$ cat src/rtl/div_seq_pkg.sv
// Shared types and constants for the sequential signed/unsigned divider.
package div_seq_pkg;

  typedef enum logic [2:0] {
    IDLE,
    PREP,
    ITER,
    FIX,
    DONE
  } div_state_t;

  localparam int DIV_WIDTH = 32;
  localparam int CNT_W     = $clog2(DIV_WIDTH);

  localparam logic [DIV_WIDTH-1:0] DIV_ZERO_QUOT = '1;

endpackage

$ cat src/rtl/div_cond_neg.sv
// Conditional two's-complement negate: invert and add one through a ripple
// carry when en is high, plain passthrough otherwise.
module div_cond_neg #(
  parameter int WIDTH = 32
) (
  input  logic             en,
  input  logic [WIDTH-1:0] a,
  output logic [WIDTH-1:0] y
);

  always_comb begin
    logic carry;
    logic bitInv;
    y     = '0;
    carry = en;
    for (int i = 0; i < WIDTH; i++) begin
      bitInv = a[i] ^ en;
      y[i]   = bitInv ^ carry;
      carry  = bitInv & carry;
    end
  end

endmodule

$ cat src/rtl/div_seq.sv
// Multi-cycle restoring divider (DIV, quotient to LO, remainder to HI).
// Define DIV_UNSIGNED_EN to add the signed_op port for unsigned DIVU support.
module div_seq
  import div_seq_pkg::*;
#(
  parameter int WIDTH = DIV_WIDTH
) (
  input  logic             clk,
  input  logic             rst_n,
`ifdef DIV_UNSIGNED_EN
  input  logic             signed_op,
`endif
  input  logic             start,
  input  logic [WIDTH-1:0] dividend,
  input  logic [WIDTH-1:0] divisor,
  output logic             busy,
  output logic             done,
  output logic [WIDTH-1:0] quotient,
  output logic [WIDTH-1:0] remainder,
  output logic             div_by_zero
);

  div_state_t       state_q;
  logic [WIDTH-1:0] dvd_q;
  logic [WIDTH-1:0] dvs_q;
  logic [WIDTH-1:0] rem_q;
  logic [CNT_W-1:0] cnt_q;
  logic             dvdNeg_q;
  logic             dvsNeg_q;
  logic             busy_q;
  logic             done_q;
  logic [WIDTH-1:0] quot_q;
  logic [WIDTH-1:0] remOut_q;
  logic             dbz_q;

  logic             signedOp;
  logic [WIDTH-1:0] dvdMag;
  logic [WIDTH-1:0] dvsMag;
  logic [WIDTH-1:0] quotFix;
  logic [WIDTH-1:0] remFix;
  logic [WIDTH:0]   remShift_d;
  logic [WIDTH:0]   trial_d;

`ifdef DIV_UNSIGNED_EN
  assign signedOp = signed_op;
`else
  assign signedOp = 1'b1;
`endif

  div_cond_neg #(.WIDTH(WIDTH)) uDvdMag  (.en(dvdNeg_q),            .a(dvd_q), .y(dvdMag));
  div_cond_neg #(.WIDTH(WIDTH)) uDvsMag  (.en(dvsNeg_q),            .a(dvs_q), .y(dvsMag));
  div_cond_neg #(.WIDTH(WIDTH)) uQuotFix (.en(dvdNeg_q ^ dvsNeg_q), .a(dvd_q), .y(quotFix));
  div_cond_neg #(.WIDTH(WIDTH)) uRemFix  (.en(dvdNeg_q),            .a(rem_q), .y(remFix));

  // During ITER dvd_q doubles as the dividend shifter and the quotient collector.
  always_comb begin
    remShift_d = {rem_q, dvd_q[WIDTH-1]};
    trial_d    = remShift_d - {1'b0, dvs_q};
  end

  always_ff @(posedge clk or negedge rst_n) begin
    if (!rst_n) begin
      state_q  <= IDLE;
      dvd_q    <= '0;
      dvs_q    <= '0;
      rem_q    <= '0;
      cnt_q    <= '0;
      dvdNeg_q <= 1'b0;
      dvsNeg_q <= 1'b0;
      busy_q   <= 1'b0;
      done_q   <= 1'b0;
      quot_q   <= '0;
      remOut_q <= '0;
      dbz_q    <= 1'b0;
    end else begin
      case (state_q)
        IDLE: begin
          done_q <= 1'b0;
          if (start) begin
            dvd_q    <= dividend;
            dvs_q    <= divisor;
            dvdNeg_q <= dividend[WIDTH-1] & signedOp;
            dvsNeg_q <= divisor[WIDTH-1] & signedOp;
            quot_q   <= '0;
            remOut_q <= '0;
            dbz_q    <= 1'b0;
            busy_q   <= 1'b1;
            state_q  <= PREP;
          end
        end
        PREP: begin
          if (dvs_q == '0) begin
            quot_q   <= DIV_ZERO_QUOT;
            remOut_q <= dvd_q;
            dbz_q    <= 1'b1;
            busy_q   <= 1'b0;
            done_q   <= 1'b1;
            state_q  <= DONE;
          end else begin
            dvd_q   <= dvdMag;
            dvs_q   <= dvsMag;
            rem_q   <= '0;
            cnt_q   <= CNT_W'(WIDTH - 1);
            state_q <= ITER;
          end
        end
        ITER: begin
          if (!trial_d[WIDTH]) begin
            rem_q <= trial_d[WIDTH-1:0];
            dvd_q <= {dvd_q[WIDTH-2:0], 1'b1};
          end else begin
            rem_q <= remShift_d[WIDTH-1:0];
            dvd_q <= {dvd_q[WIDTH-2:0], 1'b0};
          end
          cnt_q <= cnt_q - CNT_W'(1);
          if (cnt_q == '0) begin
            state_q <= FIX;
          end
        end
        FIX: begin
          quot_q   <= quotFix;
          remOut_q <= remFix;
          busy_q   <= 1'b0;
          done_q   <= 1'b1;
          state_q  <= DONE;
        end
        DONE: begin
          done_q  <= 1'b0;
          state_q <= IDLE;
        end
        default: begin
          busy_q  <= 1'b0;
          done_q  <= 1'b0;
          state_q <= IDLE;
        end
      endcase
    end
  end

  assign busy        = busy_q;
  assign done        = done_q;
  assign quotient    = quot_q;
  assign remainder   = remOut_q;
  assign div_by_zero = dbz_q;

endmodule

$ cat config.mk
export PLATFORM = sky130hd
export DESIGN_NAME = div_seq
export DESIGN_NICKNAME = d
export VERILOG_FILES = /design/src/rtl/div_seq_pkg.sv /design/src/rtl/div_cond_neg.sv /design/src/rtl/div_seq.sv
export SDC_FILE = /design/constraint.sdc
export NUM_CORES = 1
export LEC_CHECK = 0
export CAP_MARGIN = 30
export CELL_PAD_IN_SITES_DETAIL_PLACEMENT = 0
export CELL_PAD_IN_SITES_GLOBAL_PLACEMENT = 1
export CORE_ASPECT_RATIO = 1.1
export CORE_UTILIZATION = 54
export DETAILED_ROUTE_END_ITERATION = 6
export DONT_BUFFER_PORTS = 1
export PLACE_DENSITY_LB_ADDON = 0.08
export REMOVE_ABC_BUFFERS = 1
export SLEW_MARGIN = 15
export SYNTH_ARGS = -nofsm -noshare
export SYNTH_HDL_FRONTEND = slang
export SYNTH_SLANG_ARGS = --single-unit
$ cat constraint.sdc
create_clock -name clk -period 13.15 [get_ports clk]
set_clock_uncertainty 0.1 [all_clocks]
set_input_delay 3.2875 -clock clk [delete_from_list [all_inputs] [get_ports clk]]
set_output_delay 3.2875 -clock clk [all_outputs]
set_load 0.02 [all_outputs]
==> out/results.tsv <==
stage	metric	value	unit
synth	synth_cell_types	70	
power	p_sw	1667	µW
route	antenna_left	0	
route	dr_wl_met2	14.09	mm
sta	final-hold-violation-count	0	
floorplanning	ioPinCount	134	
synth	synthCells	1377	
route	vias	9818	
hold_path	hold_start	cnt_q[3]$_DFFE_PN0P_	
synth	syn_area	12640	µm²
synth	synth-main-ff-cell	dfrtp_1	
setup_path	worst_ep_arrival_time	8.29	ns
sta	fin_crit	8.049	ns
setup_path	worst-r2r-cell-count	37	
sta	slew_viol_final	0	
synth	synth_xor_area_share	10.88	%
sta	setup_viol	0	
run_status	outcome	completed	
synth	synth_enable_flop_cells	0	
setup_path	end_kind	flop	
route	highest_layer	met4	
cts	cts-buffers-inserted	17	
hold_path	whs_path_depth	1	
route	drtIter0Drc	505	
route	routed_wirelength	30.50	mm
sta	fmax	0.1242	GHz
power	leakage	0.006323	µW
power	power.total	3468	µW
synth	yosys.area_share.simple	14.29	%
synth	synthMostInstantiatedCell	nand2_1	
synth	synth_top_family_by_area	compound AO/OA/AOI/OAI gates	
route	drt-met1-wl	14.81	mm
sta	tns	0	ns
global_routing	antenna_found_initial	0	
floorplanning	start_util	55.13	%
power	power_frac_comb	54.5	%
route	dr.pass1.iters	5	
route	routedWlPerCell	18.63	µm
place	placed_area	12810	µm²
cells_and_area	num-nets-final	1550	
global_routing	grt_first_pass_wirelength	50.36	mm
flow_run	maxCapViolCount	0	
route	drc	0	
setup_path	r2r-end	quotient[31]$_DFFE_PN0P_	
setup_path	cp_common_cell	ha_1	
power	ir_worst_vdd	124.3	µV
setup_path	rr_startpoint	dvdNeg_q$_DFFE_PN0P_	
cts	cts_setup_buffers	0	
sta	slew_headroom	46.57	%
sta	tightest_slew	0.7931	ns
route	detail_route.vias_per_cell	5.998	
floorplanning	core-area	22930	µm²
cells_and_area	fill_cells	2076	
cells_and_area	diodes	0	
hold_path	holdPathEnd	cnt_q[3]$_DFFE_PN0P_	
cts	cts_resized	0	
setup_path	critPathMaxFanout	50	
place	dp_hpwl	21.06	mm
floorplanning	die_w	147.9	µm
synth	synth_seq_cells	173	
synth	synth_top_area_cell	dfrtp_1	
setup_path	cpMaxStageDelayCell	dfrtp_4	
setup_path	rrSetupSlack	5.10	ns
global_routing	grt_max_degree	174	
cts	clockBufferDepth	2	
floorplanning	die_area	24030	µm²
floorplanning	fp-row-count	58	
setup_path	required	13.40	ns
floorplanning	die_h	162.5	µm
synth	async_flop_share	100.0	%
cts	cts_hold_buf	0	
cts	clk_latency	0.43	ns
synth	synth_area_leaders	dfrtp_1, ha_1, xor2_1, nand2_1, xnor2_1	
cells_and_area	final_area	13470	µm²
synth	yosys-top-cells-count	nand2_1, dfrtp_1, ha_1, xor2_1, nor2_1	
sta	timing.final.crit_share	61.21	%
cells_and_area	drive_gt1_share	6.582	%
route	dr_wl_met3	1.314	mm
power	pwr-share-seq	30.2	%
global_routing	grt_usage	26.28	%
synth	synth_compound_area_share	17.45	%
synth	yosysSeqAreaShare	34.24	%
place	io_buffer_count	0	
cts	htree_levels	4	
global_routing	grt_pass1_vias	9504	
synth	synthAdderAreaFrac	15.70	%
synth	yosys_warnings	0	
cts	clkSlewWorstSetupHoldPaths	0.08	ns
setup_path	start_kind	flop	
place	gp_congestion	0.8017	
power	p_int	1801	µW
cts	cts_root_buffer	clkbuf_16	
cts	cts_tree	yes	
power	powerDensity	257.4	nW/µm²
setup_path	slowest_delay	0.62	ns
cells_and_area	area_growth	6.561	%
power	switching_share	48.08	%
hold_path	hp-class	reg -> reg	
power	clkPwrFrac	15.3	%
synth	syn_avg_cell_area	9.182	µm²
cts	clock_sinks	173	
sta	rsz0062_at_grt	false	
synth	synthMuxAreaShare	2.949	%
setup_path	critPathKind	reg -> reg	
synth	synth_top_area_share	34.24	%
global_routing	gr-total-overflow	0	
-- layer usage --
layer	global-route usage [%]	vias to the layer above
met1	37.51	4733
li1	-	4856
met4	5.436	0
met3	4.734	18
met5	0	-
met2	41.49	211
-- stage by stage --
| stage | hold WS, ns | instances | util (%) | setup WS (ns) |
|---|---|---|---|---|
| finish | 0.3785 | 1637 | 58.75 | 5.101 |
| global route | 0.4081 | 1637 | 58.75 | 4.729 |
| CTS | 0.3787 | 1634 | 58.48 | 4.790 |
| detailed placement | 0.3692 | 1603 | 55.85 | 4.766 |
| global placement | 0.3647 | 1603 | 55.85 | 4.958 |
| floorplan | 0.3456 | 1286 | - | 2.624 |
-- power by group through the flow --
stage / Combinational, µW / Clock, µW / Sequential (µW)
after floorplan: 1390 / 0 / 1050
after global placement: 1800 / 0 / 1090
after detailed placement: 1820 / 0 / 1090
after CTS: 1850 / 537 / 1080
after global routing: 2150 / 557 / 1090
final: 1890 / 530 / 1050
-- worst max-delay path: cells and delay by family, from the launching register on --
kind	cells	cell delay, ns
compound gates	1	0.25
xor+xnor	4	0.52
fa+ha+maj	30	5.63
buf+inv	2	0.78
flops	1	0.62
-- flip-flops by register name, indices dropped and copies added, names as in the netlist --
signal	count
remainder	32
dvdNeg_q	1
rem_q	32
cnt_q	5
div_by_zero	1
dvd_q	32
busy	1
state_q	3
dvsNeg_q	1
done	1
quotient	32
dvs_q	32
-- area by class of cell --
| class | instances | area, µm² | area share (%) |
|---|---|---|---|
| inverter | 48 | 180.2 | 1.337 |
| timing repair buffer | 20 | 190.2 | 1.412 |
| multi-input combinational | 1065 | 7790 | 57.82 |
| clock inverter | 14 | 176.4 | 1.309 |
| clock buffer | 17 | 425.4 | 3.158 |
| sequential | 173 | 4335 | 32.18 |
| tap | 300 | 375.4 | 2.786 |
-- logic make-up (layout without fill, tap and decap cells) --
family	Yosys count	after routing
mux	37	37
compound gates	307	307
buf+inv	139	99
flops	173	173
fa+ha+maj	158	158
xor+xnor	157	157
simple gates	406	406
-- worst max path at each step --
stage	start	to	slack, ns	cells after the start
2_1_floorplan	dvdNeg_q$_DFFE_PN0P_	quotient[31]$_DFFE_PN0P_	2.62	35
3_3_place_gp	dvdNeg_q$_DFFE_PN0P_	quotient[31]$_DFFE_PN0P_	4.96	36
3_5_place_dp	dvdNeg_q$_DFFE_PN0P_	quotient[31]$_DFFE_PN0P_	4.77	36
4_1_cts	dvdNeg_q$_DFFE_PN0P_	quotient[31]$_DFFE_PN0P_	4.79	36
5_1_grt	dvdNeg_q$_DFFE_PN0P_	quotient[31]$_DFFE_PN0P_	4.73	37
6_report	dvdNeg_q$_DFFE_PN0P_	quotient[31]$_DFFE_PN0P_	5.10	37
-- placed cells by master (no fill, tap or decap), drive strengths merged, types with 41 or more instances in the layout --
master,count
inv,54
ha,157
dfrtp,173
xor2,109
xnor2,48
a21oi,41
nand2,200
a31oi,68
nor2,96
Note: power is estimated with default switching activity, not from simulation.
